--- config.mk ---
export PLATFORM = sky130hd
export DESIGN_NAME = seg7_scan_decoder
export DESIGN_NICKNAME = d
export VERILOG_FILES = /design/src/rtl/seg7_scan_decoder.sv
export SDC_FILE = /design/constraint.sdc
export NUM_CORES = 1
export LEC_CHECK = 0
export ABC_AREA = 1
export CAP_MARGIN = 20
export CORE_UTILIZATION = 35
export CTS_CLUSTER_DIAMETER = 40
export CTS_CLUSTER_SIZE = 14
export DETAILED_ROUTE_END_ITERATION = 16
export PLACE_DENSITY = 0.67
export SLEW_MARGIN = 0
export SYNTH_ARGS = -nofsm -noshare
export SYNTH_HDL_FRONTEND = slang
export SYNTH_SLANG_ARGS = --single-unit
--- constraint.sdc ---
create_clock -name clk -period 2.6 [get_ports clk]
set_clock_uncertainty 0.05 [all_clocks]
set_input_delay 0.39 -clock clk [delete_from_list [all_inputs] [get_ports clk]]
set_output_delay 0.39 -clock clk [all_outputs]
set_load 0.01 [all_outputs]
--- src/rtl/seg7_scan_decoder.sv ---
// seg7_scan_decoder
// Reads a multiplexed, active-low 7-segment display bus and turns it back
// into hex nibbles. It is the reader-side partner of the hex-to-7-segment
// driver. Both the bus and the digit selects are synchronised into the clock
// domain. A pattern must be held for STABLE_CYCLES identical samples before
// it is decoded and written into the digit it selects. When every digit has
// been refreshed, the block pulses frame_strobe for one cycle.
//
// Ports:
//   clk          : single clock; all state changes on the rising edge
//   rst_n        : asynchronous active-low reset
//   seg_n        : segment lines, active-low, bit0=a .. bit6=g (asynchronous)
//   dig_sel      : digit enables, active-high, expected one-hot (asynchronous)
//   clr          : synchronous clear of captured digits and error flag
//   value        : decoded nibbles; digit i occupies bits [4i+3:4i]
//   digit_valid  : digit i holds a legal non-blank nibble
//   digit_blank  : last accepted pattern for digit i was blank
//   frame_strobe : one-cycle pulse after every digit has been accepted
//   pat_err      : sticky flag for illegal patterns or bad digit selects
module seg7_scan_decoder #(
   parameter int NUM_DIGITS    = 4,
   parameter int STABLE_CYCLES = 4
) (
   input  logic                    clk,
   input  logic                    rst_n,
   input  logic [6:0]              seg_n,
   input  logic [NUM_DIGITS-1:0]   dig_sel,
   input  logic                    clr,
   output logic [4*NUM_DIGITS-1:0] value,
   output logic [NUM_DIGITS-1:0]   digit_valid,
   output logic [NUM_DIGITS-1:0]   digit_blank,
   output logic                    frame_strobe,
   output logic                    pat_err
);

   localparam int VW = 7 + NUM_DIGITS;
   localparam logic [VW-1:0] IDLE_VEC = {7'h7F, {NUM_DIGITS{1'b0}}};
   localparam logic [7:0] STABLE_LIM = 8'(STABLE_CYCLES);

   typedef enum logic [1:0] {
      ST_WAIT,
      ST_SETTLE,
      ST_ACCEPT,
      ST_HELD
   } state_t;

   state_t state, state_next;
   logic [7:0] cnt, cnt_next;

   logic [6:0]            seg_s1, seg_s2;
   logic [NUM_DIGITS-1:0] sel_s1, sel_s2;
   logic [VW-1:0]         cur_vec, prev_vec, held_vec;
   logic [NUM_DIGITS-1:0] captured, cap_set;

   logic [6:0]            acc_seg;
   logic [NUM_DIGITS-1:0] acc_sel;
   logic [4:0]            dec;
   logic                  accepting, sel_ok, is_blank, is_idle;
   logic                  wr_digit, wr_blank, set_err, frame_done;

   // Returns {legal, nibble} for the canonical active-low hex glyphs.
   // Blank and all other patterns return legal=0.
   function automatic logic [4:0] decode_seg(input logic [6:0] s);
      case (s)
         7'h40:   decode_seg = 5'h10;
         7'h79:   decode_seg = 5'h11;
         7'h24:   decode_seg = 5'h12;
         7'h30:   decode_seg = 5'h13;
         7'h19:   decode_seg = 5'h14;
         7'h12:   decode_seg = 5'h15;
         7'h02:   decode_seg = 5'h16;
         7'h78:   decode_seg = 5'h17;
         7'h00:   decode_seg = 5'h18;
         7'h10:   decode_seg = 5'h19;
         7'h08:   decode_seg = 5'h1A;
         7'h03:   decode_seg = 5'h1B;
         7'h46:   decode_seg = 5'h1C;
         7'h21:   decode_seg = 5'h1D;
         7'h06:   decode_seg = 5'h1E;
         7'h0E:   decode_seg = 5'h1F;
         default: decode_seg = 5'h00;
      endcase
   endfunction

   // Two-flop synchronisers for the asynchronous bus, plus one more register
   // that holds the previous synchronised sample for the stability compare.
   // After reset they sit at the idle bus, so a live pattern present at
   // reset release is seen as a change and gets decoded.
   always_ff @(posedge clk or negedge rst_n) begin
      if (!rst_n) begin
         seg_s1   <= 7'h7F;
         seg_s2   <= 7'h7F;
         sel_s1   <= '0;
         sel_s2   <= '0;
         prev_vec <= IDLE_VEC;
      end else begin
         seg_s1   <= seg_n;
         seg_s2   <= seg_s1;
         sel_s1   <= dig_sel;
         sel_s2   <= sel_s1;
         prev_vec <= cur_vec;
      end
   end

   assign cur_vec = {seg_s2, sel_s2};

   // FSM state and stability counter register
   always_ff @(posedge clk or negedge rst_n) begin
      if (!rst_n) begin
         state <= ST_WAIT;
         cnt   <= '0;
      end else begin
         state <= state_next;
         cnt   <= cnt_next;
      end
   end

   // Next-state logic. While settling, cnt counts the consecutive identical
   // samples, including the first sample of the new pattern. HELD compares
   // against the accepted vector rather than the previous sample. This way a
   // change that lands during the ACCEPT cycle is still detected.
   always_comb begin
      state_next = state;
      cnt_next   = cnt;
      case (state)
         ST_WAIT: begin
            cnt_next = '0;
            if (cur_vec != prev_vec) begin
               cnt_next   = 8'd1;
               state_next = ST_SETTLE;
            end
         end
         ST_SETTLE: begin
            if (cur_vec != prev_vec) begin
               cnt_next = 8'd1;
            end else begin
               if (cnt != 8'hFF) cnt_next = cnt + 8'd1;
               if (cnt_next >= STABLE_LIM) state_next = ST_ACCEPT;
            end
         end
         ST_ACCEPT: begin
            state_next = ST_HELD;
         end
         ST_HELD: begin
            if (cur_vec != held_vec) begin
               cnt_next   = 8'd1;
               state_next = ST_SETTLE;
            end
         end
         default: begin
            state_next = ST_WAIT;
            cnt_next   = '0;
         end
      endcase
      if (clr) begin
         state_next = ST_WAIT;
         cnt_next   = '0;
      end
   end

   // Accept-cycle decisions. The accepted pattern is taken from prev_vec,
   // which holds the sample that completed the stability run. An all-zero
   // select with a blank bus is the idle bus, so it raises no error.
   always_comb begin
      acc_seg    = prev_vec[VW-1:NUM_DIGITS];
      acc_sel    = prev_vec[NUM_DIGITS-1:0];
      dec        = decode_seg(acc_seg);
      accepting  = (state == ST_ACCEPT) && !clr;
      sel_ok     = ($countones(acc_sel) == 1);
      is_blank   = (acc_seg == 7'h7F);
      is_idle    = is_blank && (acc_sel == '0);
      wr_digit   = accepting && sel_ok && dec[4];
      wr_blank   = accepting && sel_ok && is_blank;
      set_err    = accepting && !is_idle && (!sel_ok || (!dec[4] && !is_blank));
      cap_set    = (wr_digit || wr_blank) ? (captured | acc_sel) : captured;
      frame_done = (wr_digit || wr_blank) && (&cap_set);
   end

   // Captured digits, decoded outputs and frame tracking. Re-accepting a
   // digit before the frame completes only overwrites it, because captured
   // is a set of flags and not a count.
   always_ff @(posedge clk or negedge rst_n) begin
      if (!rst_n) begin
         value        <= '0;
         digit_valid  <= '0;
         digit_blank  <= '0;
         captured     <= '0;
         frame_strobe <= 1'b0;
         pat_err      <= 1'b0;
         held_vec     <= IDLE_VEC;
      end else begin
         frame_strobe <= 1'b0;
         if (state == ST_ACCEPT) held_vec <= prev_vec;
         if (clr) begin
            value       <= '0;
            digit_valid <= '0;
            digit_blank <= '0;
            captured    <= '0;
            pat_err     <= 1'b0;
         end else begin
            if (wr_digit) begin
               for (int i = 0; i < NUM_DIGITS; i++) begin
                  if (acc_sel[i]) value[4*i +: 4] <= dec[3:0];
               end
               digit_valid <= digit_valid | acc_sel;
               digit_blank <= digit_blank & ~acc_sel;
            end
            if (wr_blank) begin
               digit_valid <= digit_valid & ~acc_sel;
               digit_blank <= digit_blank | acc_sel;
            end
            if (set_err) pat_err <= 1'b1;
            if (frame_done) begin
               captured     <= '0;
               frame_strobe <= 1'b1;
            end else begin
               captured <= cap_set;
            end
         end
      end
   end

endmodule

==> metrics.md <==
| Metric | Value |
|---|---|
| Outcome | `finished with violations` |
| Violations in the final reports | `negative setup slack` |
| Timing startpoint of the critical path | `prev_vec[0]` |
| Setup repair after global routing missed its margin | `true` |
| Maximum net fanout on the critical path | `4` |
| Seq cells post-synth | `between 80 and 90` |
| Critical Path Sink Type | `register` |
| Number of warning messages in the yosys log | `0` |
| Critical Path RT | `2820 ps` |
| Effective utilization at floorplan | `0.3592` |
| Area added between synthesis and finish | `25.82%` |
| Via count of the first global-routing pass | `3294` |
| TritonCTS clock tree | `built` |
| Shortest period the worst path allows | `about 2700 ps` |
| Worst reg2reg startpoint | `prev_vec[0]` |
| FFs w/ async S/R, synth | `1.000` |
| CTS Root Cell | `clkbuf_16` |
| Cell count of the worst reg-to-reg path | `15` |
| Class of the tightest hold or removal check | `register to register` |
| Crit path max-delay cell type | `fa_1` |
| Diodes inserted | `0` |
| Number of filler cells placed in the layout | `1079` |
| Standard cell core area | `roughly 11000 um2` |
| Max incr delay on CP | `about 550 ps` |
| Cells along the critical path | `inv_4, fa_1, inv_2, ha_4, ha_4, nor3b_4, nand3_2, nor2_4, nand2_1, nand2_1, inv_1, nand2_2, nand2_2, nor2_4, and2_1` |
| Highest ir drop seen on vdd | `approximately 0.00039 V` |
| Number of max-slew violations in the final report | `0` |
| Max-slew headroom at the worst pin | `0.5986` |
| Height of the die | `110.5 um` |
| Final #Nets | `558` |
| Count of buffers from port buffering | `39` |
| Routed wire length | `roughly 8900 um` |
| Dominant cell by count in the synthesized netlist | `nand2_1` |
| Max Root-Sink Buffers | `2` |
| DRC viols | `0` |
| Worst setup endpoint | `frame_strobe` |
| Clock latency reported for the late side of the worst-skew pair | `between 300 and 400 ps` |
| Power, Total | `about 3.5 mW` |
| Total negative slack for setup checks | `-253.8 ps` |
| Pin count of the biggest net entering global routing | `47` |
| Reg clk slew, reported paths | `about 70 ps` |
| Category of the worst setup path launch point | `register` |
| Slack of the worst reg-to-reg path | `-70 ps` |
| Synth cell count leaders | `nand2_1, inv_1, dfrtp_1` |
| Count of final hold-check violations | `0` |
| Library cells used by synthesis | `41` |
| Syn_area_per_cell | `8.727 um2` |
| Prevailing post-synth register cell | `dfrtp_1` |
| Worst-Margin Slew | `between 500 and 600 ps` |
| Setup Crit Path Kind | `register to register` |
| Routed via count | `3261` |
| Leakage | `2.399 nW` |
| Initial drt markers | `between 150 and 200` |
| GRT Util Overall | `0.1549` |
| Fraction of the cycle the final worst path needs | `1.027` |
| Htree depth | `3` |
| Final setup violation count | `5` |
| Net Count, Synth | `between 400 and 500` |
| Data arrival time at the worst-slack endpoint | `slightly below 3000 ps` |
| Number of standard-cell rows in the floorplan | `39` |
| Number of buffers added by the clock tree synthesis step | `9` |
| Final Hold Slack | `roughly 300 ps` |
| Clock sink count | `between 80 and 90` |
| Share of the synthesized area in the top cell type | `0.3402` |
| First-pass GRT wire length | `~15000 um` |
| Antenna viol nets, final | `0` |
| Number of top-level design ports | `40` |
| Synthesized netlist cell count | `472` |
| Antenna violations before repair | `0` |
| Synth area leaders | `dfrtp_1, dfstp_2, nand2_1` |
| Number of maximum-capacitance constraint violations | `0` |
| Library cell occupying the most area in the post-synthesis netlist | `dfrtp_1` |
| Die ar. | `~12000 um2` |
| Worst slack, placed | `-75.63 ps` |
| Mean number of vias per cell | `approximately 4.8` |
| Number of enable flip-flop cells after synthesis | `0` |
| Leftover overflow at the end of global routing | `0` |
| Sequential element share of the synthesized area | `0.5188` |
| Netlist area before placement | `4119 um2` |
| Detailed-router iteration count before antenna repair | `4` |
| Areal power density over the cells | `between 600 and 700 nW/um2` |
| Worst r2r dst | `frame_strobe` |
| Minimum setup slack in the final design | `-69.82 ps` |
| Share of post-route cells with drive strength above 1 | `0.2204` |
| Final routed wire length divided by cell count | `between 10 and 15 um` |
| Width of the die | `around 110 um` |
| DPL Wire Length | `around 6200 um` |
| Final Wtd Congestion | `~0.86` |
| Fmax achieved | `374.6 MHz` |
-- per-stage QoR --
step | std cells | instance area, um2 | utilization
floorplan | 472 | 4154 | -
global placement | 652 | 4716 | 0.4112
detailed placement | 652 | 4716 | 0.4112
CTS | 679 | 5125 | 0.4469
global route | 683 | 5182 | 0.4519
finish | 683 | 5182 | 0.4519
-- what timing repair did --
item	CTS	global route
hold buffers	1	0
endpoints found under the setup margin	9	25
endpoints found under the hold margin	38	0
pin swaps	13	9
buffers inserted	10	4
resized for setup	11	8
-- layer usage --
layer,track usage,part of all wire,wire (um),up-vias
met1,0.2001,0.48,4279,1552
met2,0.2505,0.47,4205,70
met3,0.03513,0.033,293,13
met4,0.06400,0.017,154,0
met5,0,0,0,-
li1,-,-,-,1626
-- logic make-up after synthesis --
family / Yosys count / share of synthesized area
DFF: 84 / 0.5188
AOI/OAI and AO/OA: 76 / 0.1072
xor gates and xnor gates: 16 / 0.03402
adders and majority gates: 9 / 0.02916
buffers and inverters: 81 / 0.08414
and+or+nand+nor: 206 / 0.2266
-- critical path, delay by kind of cell (launching register included) --
kind,cells,cell delay (ps)
adder cells (fa/ha/maj),3,910
buffers and inverters,3,140
flip-flops,1,390
AND/OR/NAND/NOR,9,1100
-- report_power, final --
group,internal (mW),switching (mW),total (mW)
registers,1.50,0.110,1.61
logic,0.271,0.371,0.642
clock network,0.693,0.566,1.26
-- worst min-delay path by stage --
stage          cells past startpoint       from           to
2_1_floorplan                      0      rst_n  captured[0]
3_3_place_gp                       0  sel_s1[2]    sel_s2[2]
3_5_place_dp                       0  sel_s1[3]    sel_s2[3]
4_1_cts                            0  sel_s1[3]    sel_s2[3]
5_1_grt                            0  sel_s1[3]    sel_s2[3]
6_report                           0  sel_s1[3]    sel_s2[3]
-- sequential cells by signal, indices dropped and copies added, names as in the netlist --
| signal | count |
|---|---|
| frame_strobe | 1 |
| prev_vec | 11 |
| digit_valid | 4 |
| held_vec | 11 |
| sel_s1 | 4 |
| cnt | 8 |
| digit_blank | 4 |
| seg_s1 | 7 |
| value | 16 |
| captured | 4 |
| state | 2 |
| seg_s2 | 7 |
| sel_s2 | 4 |
| pat_err | 1 |
-- cells in the final DEF (no fill, tap or decap), types with 2 or more instances in the layout --
cell	count
buf_4	25
nand3_2	5
nand2_2	9
inv_2	11
nand3_1	24
a21oi_1	8
nand2_4	2
o22ai_1	6
nor2_2	3
dfstp_2	28
nor2_4	6
xor2_1	8
ha_1	6
inv_4	3
ha_4	2
nor3_1	6
xnor2_1	8
nand4_1	4
a21oi_2	3
nor2_1	38
inv_6	3
nor4_1	3
o21ai_1	5
o21a_1	2
o21ai_0	44
a21oi_4	3
clkdlybuf4s50_1	38
clkinv_1	2
clkbuf_16	9
nand2_1	102
inv_1	53
dfrtp_1	55
-- layout make-up --
cell class	count	area (um2)	share of cell area
sequential	84	2138	0.4126
multi-input combinational	307	1715	0.3310
timing repair buffer	65	598.1	0.1154
inverter	68	260.3	0.05022
clock buffer	10	239.0	0.04611
tap	143	178.9	0.03452
clock inverter	6	52.55	0.01014
No activity file was read; power rests on OpenSTA's default activity.
